## src/rtl/dds_pkg.sv

```systemverilog
// Shared constants for the polyphonic DDS voice bank: top-octave note increments,
// waveform codes and signed sample limits.
package dds_pkg;

   typedef enum logic [2:0] {
      WAVE_SAW      = 3'd0,
      WAVE_SQUARE   = 3'd1,
      WAVE_TRIANGLE = 3'd2,
      WAVE_SILENCE  = 3'd3
   } wave_e;

   // Phase increments for octave 10 (notes 120..131); lower octaves shift right.
   localparam logic [31:0] NOTE_TABLE [12] = '{
      32'd749115489,  32'd793660200,  32'd840853800,  32'd890853900,
      32'd943827200,  32'd999950100,  32'd1059410300, 32'd1122405600,
      32'd1189147400, 32'd1259857500, 32'd1334772900, 32'd1414142000
   };

   function automatic int sample_max(input int w);
      return (1 << (w - 1)) - 1;
   endfunction

   function automatic int sample_min(input int w);
      return -(1 << (w - 1));
   endfunction

   function automatic logic [31:0] note_increment(input logic [7:0] note);
      logic [3:0] semitone;
      logic [3:0] octave;
      semitone = 4'(note % 8'd12);
      octave   = 4'(note / 8'd12);
      if (note[7]) return '0;
      return NOTE_TABLE[semitone] >> (4'd10 - octave);
   endfunction

endpackage

```

## src/rtl/dds_wave_shaper.sv

```systemverilog
// Combinational waveform former: top phase bits, waveform code and duty
// threshold in, one signed sample out.
module dds_wave_shaper
   import dds_pkg::*;
#(
   parameter int SAMPLE_W = 16
) (
   input  logic [SAMPLE_W:0]          phase_top,
   input  logic [2:0]                 form,
   input  logic [6:0]                 pulse_width,
   output logic signed [SAMPLE_W-1:0] sample
);
   localparam logic signed [SAMPLE_W-1:0] S_MAX = SAMPLE_W'(sample_max(SAMPLE_W));
   localparam logic signed [SAMPLE_W-1:0] S_MIN = SAMPLE_W'(sample_min(SAMPLE_W));

   logic [SAMPLE_W:0] tri_fold;

   always_comb begin
      // Upper half mirrors down; the exact midpoint folds to 2^SAMPLE_W and saturates.
      tri_fold = phase_top[SAMPLE_W] ? -phase_top : phase_top;
      case (form)
         WAVE_SAW:      sample = {~phase_top[SAMPLE_W], phase_top[SAMPLE_W-1 -: SAMPLE_W-1]};
         WAVE_SQUARE:   sample = (phase_top[SAMPLE_W -: 7] < pulse_width) ? S_MAX : S_MIN;
         WAVE_TRIANGLE: sample = tri_fold[SAMPLE_W] ? S_MAX
                                : {~tri_fold[SAMPLE_W-1], tri_fold[SAMPLE_W-2:0]};
         default:       sample = '0;
      endcase
   end

endmodule

```

## src/rtl/poly_dds_voice_bank.sv

```systemverilog
// Time-multiplexed bank of DDS voices: one voice per cycle through a read/shape/
// accumulate pipeline, producing one mixed sample per frame.
module poly_dds_voice_bank
   import dds_pkg::*;
#(
   parameter int  NUM_VOICES = 8,
   parameter int  PHASE_W    = 32,
   parameter int  SAMPLE_W   = 16,
   localparam int VIDX_W     = $clog2(NUM_VOICES),
   localparam int OUT_W      = SAMPLE_W + VIDX_W
) (
   input  logic                    CLK,
   input  logic                    RESET,
   input  logic                    CFG_WE,
   input  logic [VIDX_W-1:0]       CFG_VOICE,
   input  logic [7:0]              NOTE,
   input  logic                    GATE,
   input  logic [2:0]              form,
   input  logic [6:0]              pulse_width,
   output logic signed [OUT_W-1:0] MIX,
   output logic                    MIX_VALID
);
   localparam logic [VIDX_W-1:0] LAST_SLOT = VIDX_W'(NUM_VOICES - 1);

   logic               gate_r  [NUM_VOICES];
   logic [2:0]         form_r  [NUM_VOICES];
   logic [6:0]         pw_r    [NUM_VOICES];
   logic [PHASE_W-1:0] inc_r   [NUM_VOICES];
   logic [PHASE_W-1:0] phase_r [NUM_VOICES];

   logic [VIDX_W-1:0]  slot;
   logic               cfg_hit;
   logic [PHASE_W-1:0] cfg_inc;

   logic               s1_valid, s1_first, s1_last, s1_gate;
   logic [2:0]         s1_form;
   logic [6:0]         s1_pw;
   logic [SAMPLE_W:0]  s1_phase_top;

   logic                       s2_valid, s2_first, s2_last;
   logic signed [SAMPLE_W-1:0] shaped, s2_sample;
   logic signed [OUT_W-1:0]    sample_ext, acc, acc_next;

   assign cfg_hit = CFG_WE && ({1'b0, CFG_VOICE} < (VIDX_W + 1)'(NUM_VOICES));
   assign cfg_inc = PHASE_W'(note_increment(NOTE));

   always_ff @(posedge CLK or posedge RESET) begin
      if (RESET)                  slot <= '0;
      else if (slot == LAST_SLOT) slot <= '0;
      else                        slot <= slot + VIDX_W'(1);
   end

   // A write lands after S1 has sampled the old config; a retrigger overrides the phase step.
   always_ff @(posedge CLK or posedge RESET) begin
      if (RESET) begin
         for (int v = 0; v < NUM_VOICES; v++) begin
            gate_r[v]  <= 1'b0;
            form_r[v]  <= '0;
            pw_r[v]    <= '0;
            inc_r[v]   <= '0;
            phase_r[v] <= '0;
         end
      end else begin
         for (int v = 0; v < NUM_VOICES; v++) begin
            if (slot == VIDX_W'(v) && gate_r[v])
               phase_r[v] <= phase_r[v] + inc_r[v];
            if (cfg_hit && CFG_VOICE == VIDX_W'(v)) begin
               gate_r[v] <= GATE;
               form_r[v] <= form;
               pw_r[v]   <= pulse_width;
               inc_r[v]  <= cfg_inc;
               if (GATE && !gate_r[v])
                  phase_r[v] <= '0;
            end
         end
      end
   end

   always_ff @(posedge CLK or posedge RESET) begin
      if (RESET) begin
         s1_valid     <= 1'b0;
         s1_first     <= 1'b0;
         s1_last      <= 1'b0;
         s1_gate      <= 1'b0;
         s1_form      <= '0;
         s1_pw        <= '0;
         s1_phase_top <= '0;
      end else begin
         s1_valid     <= 1'b1;
         s1_first     <= (slot == '0);
         s1_last      <= (slot == LAST_SLOT);
         s1_gate      <= gate_r[slot];
         s1_form      <= form_r[slot];
         s1_pw        <= pw_r[slot];
         s1_phase_top <= phase_r[slot][PHASE_W-1 -: SAMPLE_W+1];
      end
   end

   dds_wave_shaper #(.SAMPLE_W(SAMPLE_W)) u_shaper (
      .phase_top   (s1_phase_top),
      .form        (s1_form),
      .pulse_width (s1_pw),
      .sample      (shaped)
   );

   always_ff @(posedge CLK or posedge RESET) begin
      if (RESET) begin
         s2_valid  <= 1'b0;
         s2_first  <= 1'b0;
         s2_last   <= 1'b0;
         s2_sample <= '0;
      end else begin
         s2_valid  <= s1_valid;
         s2_first  <= s1_first;
         s2_last   <= s1_last;
         s2_sample <= s1_gate ? shaped : '0;
      end
   end

   assign sample_ext = {{VIDX_W{s2_sample[SAMPLE_W-1]}}, s2_sample};
   assign acc_next   = s2_first ? sample_ext : acc + sample_ext;

   always_ff @(posedge CLK or posedge RESET) begin
      if (RESET) begin
         acc       <= '0;
         MIX       <= '0;
         MIX_VALID <= 1'b0;
      end else begin
         MIX_VALID <= s2_valid && s2_last;
         if (s2_valid)
            acc <= acc_next;
         if (s2_valid && s2_last)
            MIX <= acc_next;
      end
   end

endmodule

```

## config.mk

```make
export PLATFORM = sky130hd
export DESIGN_NAME = poly_dds_voice_bank
export DESIGN_NICKNAME = d
export VERILOG_FILES = /design/src/rtl/dds_pkg.sv /design/src/rtl/dds_wave_shaper.sv /design/src/rtl/poly_dds_voice_bank.sv
export SDC_FILE = /design/constraint.sdc
export NUM_CORES = 2
export LEC_CHECK = 0
export CAP_MARGIN = 5
export CORE_MARGIN = 2
export CORE_UTILIZATION = 58
export CTS_BUF_LIST = sky130_fd_sc_hd__clkbuf_4
export CTS_CLUSTER_SIZE = 14
export DETAILED_ROUTE_END_ITERATION = 7
export PLACE_DENSITY = 0.79
export SYNTH_ARGS = -nofsm -noshare
export SYNTH_HDL_FRONTEND = slang
export SYNTH_HIERARCHICAL = 1
export SYNTH_SLANG_ARGS = --single-unit
export TNS_END_PERCENT = 50
```

## constraint.sdc

```tcl
create_clock -name CLK -period 27 [get_ports CLK]
set_clock_uncertainty 0.15 [all_clocks]
set_input_delay 2.7 -clock CLK [delete_from_list [all_inputs] [get_ports CLK]]
set_output_delay 2.7 -clock CLK [all_outputs]
set_load 0.03 [all_outputs]
```

==> results.cfg <==
[synthesis]
synth_area_per_cell_um2 = 8.87
synth-warning-count = 6
synth-edff-count = 0
syn_inst = 4826
yosys.cell_types.count = 120
ys_dominant_reg_cell = sky130_fd_sc_hd__dfrtp_1
postSynthNetCount = 5147
synthesis.area_um2 = 42800
async_reset_ff_share_pct = 100
yosys_register_bits = 684
ys_seq_area_share_pct = 40.0

[worst_setup_path]
worst_r2r_endpoint = phase_r[62]
path_class = in2reg
reg2reg_from = inc_r[32]
worst-endpoint-required_ns = 27.72
crit_path_end_kind = flop
critical_path.max_fanout = 32
critPathLaunchType = input pin
r2r.worst_path.cells = 12
ff2ff_setup_slack_ns = 22.77
worstPathArrival_ns = 7.74

[timing]
slew_headroom_pct = 13.0
fmax_mhz = 142
rsz0062_at_grt = false
setup-tns-final_ns = 0
layout_min_cycle_time_ns = 7.02
hold_viol_final = 0
slew_viol_final = 0
min_period_over_period_pct = 26.0
worst_pin_slew_ns = 1.30
setup_violations = 0

[power_and_ir_drop]
power.net_switching_w = 0.00185
static-leakage-power_nw = 22.0
power.switching_fraction_pct = 41.6
pwr-share-seq_pct = 36.9
totalPowerFinal_w = 0.00445
internal_power_w = 0.00260
power.ir.vdd_worst_mv = 0.0753
clk_network_pwr_share_pct = 19.4
power-per-cell-area_nw_per_um2 = 96.6
comb_power_share_pct = 43.7

[run_status]
outcome = finished, final reports clean

[layout]
layout.cells.most_common_list = sky130_fd_sc_hd__nand2_1, sky130_fd_sc_hd__dfrtp_1, sky130_fd_sc_hd__o21ai_0
syn2layout_area_growth_pct = 7.65
mostFrequentLayoutCell = sky130_fd_sc_hd__nand2_1
multi_input_area_um2 = 24400
num-fill-cells = 6073
ff_latch_area_um2 = 17100
layout.cells.non_filler = 5948
final_instance_area_um2 = 46100
design.final.nets = 5190
layout-drive-gt1-share_pct = 9.77

[clock_tree]
cts-root-to-sink-buffers = 3
post_cts_resize_count = 0
postCtsHoldBufs = 0
clk_sink_count = 684
count_of_h_tree_levels_built_during_cts = 4
clock_latency_ns = 1.07
tritoncts = yes
cts_inserted_buffers = 177
ctsRootBufferMaster = sky130_fd_sc_hd__clkbuf_4
path_clk_slew_ns = 0.06
post_cts_setup_repair_buffer_count = 0

[floorplanning]
ios = 45
die_w_um = 276
rows = 99
core_area_um2 = 73000
start_util_pct = 58.6
die-area_um2 = 76000
fp.dieH_um = 276

[global_routing]
global_route.usage.total_pct = 31.9
largest_net_degree_at_the_start_of_global_routing = 158
grt_overflow = 0
grt_first_pass_wirelength_um = 190000
first_global_vias = 35600
number_of_antenna_violations_at_the_first_check_in_global_routing = 3

[detailed_routing]
route.detailed.vias_per_inst = 6.24
drtIter0Drc = 4047
drcViolationCount = 0
route.antenna.remaining_nets = 0
drt_wl_total_um = 119000
first_pass_iters = 8
wire_per_inst_um = 20.1
vias = 37100

[hold_path]
hold_path_class = reg2reg
worst_hold_path.endpoint = s2_first
worstHoldStart = s1_first
min_path_cells = 0

[placed_design]
place.detailed.instances = 5649
detailed_place_hpwl_um = 83900
globalplace.congestion = 0.976
place.port_buffers = 44
placedInstanceArea_um2 = 44000

[job]
cap_violations = 0
-- sequential cells by signal (all words and copies together), names as in the netlist --
register / cells
phase_r: 256
MIX_VALID: 1
s1_phase_top: 17
acc: 19
pw_r: 56
inc_r: 248
s1_first: 1
slot: 3
s2_sample: 16
s1_valid: 1
s1_form: 3
s2_last: 1
form_r: 24
MIX: 19
gate_r: 8
s1_last: 1
s2_first: 1
s1_pw: 7
s2_valid: 1
s1_gate: 1
-- routing by layer --
metal / GRT usage [%] / share of wire, % / vias to the layer above
met4: 11.5 / 3.1 / 0
met5: 0 / 0 / -
met1: 44.9 / 43 / 17900
li1: - / - / 17400
met2: 49.2 / 45 / 1627
met3: 6.51 / 9.4 / 232
-- worst max-delay path, cell delays in order --
cell	delay [ns]
sky130_fd_sc_hd__clkdlybuf4s50_1	0.90
sky130_fd_sc_hd__nor2_1	0.35
sky130_fd_sc_hd__o22ai_1	0.13
sky130_fd_sc_hd__a211o_2	0.45
sky130_fd_sc_hd__nor2_8	0.37
sky130_fd_sc_hd__inv_4	0.23
sky130_fd_sc_hd__ha_1	0.35
sky130_fd_sc_hd__buf_4	0.26
sky130_fd_sc_hd__inv_1	0.23
sky130_fd_sc_hd__buf_4	0.36
sky130_fd_sc_hd__nor2_1	0.08
sky130_fd_sc_hd__or3_1	0.37
sky130_fd_sc_hd__a21oi_1	0.69
sky130_fd_sc_hd__o21ai_0	0.21
-- power by group through the flow --
stage	Combinational (W)	Clock [W]	Sequential, W
floorplan	0.00151	0	0.00155
global placement	0.00185	0	0.00163
detailed placement	0.00191	0	0.00164
CTS	0.00192	0.000878	0.00163
global route	0.00217	0.000935	0.00167
finish	0.00194	0.000862	0.00164
-- cell type report --
cell class,instances,share of cell area (%)
multi-input combinational,3823,53.0
inverter,75,0.633
timing repair buffer,108,2.02
clock inverter,54,0.617
sequential,684,37.2
antenna,3,0.0163
clock buffer,242,3.94
tap,959,2.60
-- per-stage QoR --
| stage | utilization [%] | hold WS, ns | worst slack, ns |
|---|---|---|---|
| 3_5_place_dp | 60.2 | 0.187 | 19.04 |
| 3_3_place_gp | 60.2 | 0.183 | 19.23 |
| 6_report | 63.1 | 0.177 | 19.98 |
| 2_1_floorplan | - | 0.181 | 4.97 |
| 4_1_cts | 63.1 | 0.157 | 20.18 |
| 5_1_grt | 63.1 | 0.184 | 19.68 |
-- worst max path at each step --
stage,depth (start not counted),end,from,slack [ns]
finish,14,inc_r[20],NOTE[2],19.98
detailed placement,14,inc_r[148],NOTE[2],19.04
floorplan,1,MIX[0],RESET,4.97
global placement,14,inc_r[7],NOTE[3],19.23
global route,14,inc_r[103],NOTE[2],19.68
CTS,14,inc_r[103],NOTE[2],20.18
-- Yosys cell counts (all sizes together), types with 38 or more instances --
master | n | area [um^2]
mux4 | 62 | 1400
a21oi | 338 | 1690
ha | 287 | 3590
a21o | 99 | 743
a211oi | 46 | 345
clkbuf | 198 | 756
buf | 46 | 314
dfrtp | 684 | 17100
and2 | 38 | 239
a31oi | 43 | 269
xnor2 | 128 | 1120
o21ai | 524 | 2630
o22ai | 51 | 332
nand3 | 119 | 596
nor2 | 243 | 947
inv | 73 | 277
nand2b | 56 | 353
xor2 | 98 | 903
mux2i | 41 | 427
nand2 | 1048 | 3940
o21a | 39 | 293
nor3 | 64 | 330
-- logic make-up after synthesis --
logic type	count (synthesis)	synth area share (%)
buffers and inverters	319	3.16
muxes	117	4.63
and+or+nand+nor	1782	18.5
xor gates and xnor gates	226	4.73
other	1	0.00876
AOI/OAI and AO/OA	1401	20.2
adders and majority gates	296	8.81
DFF	684	40.0
(Power assumes the default switching activity.)
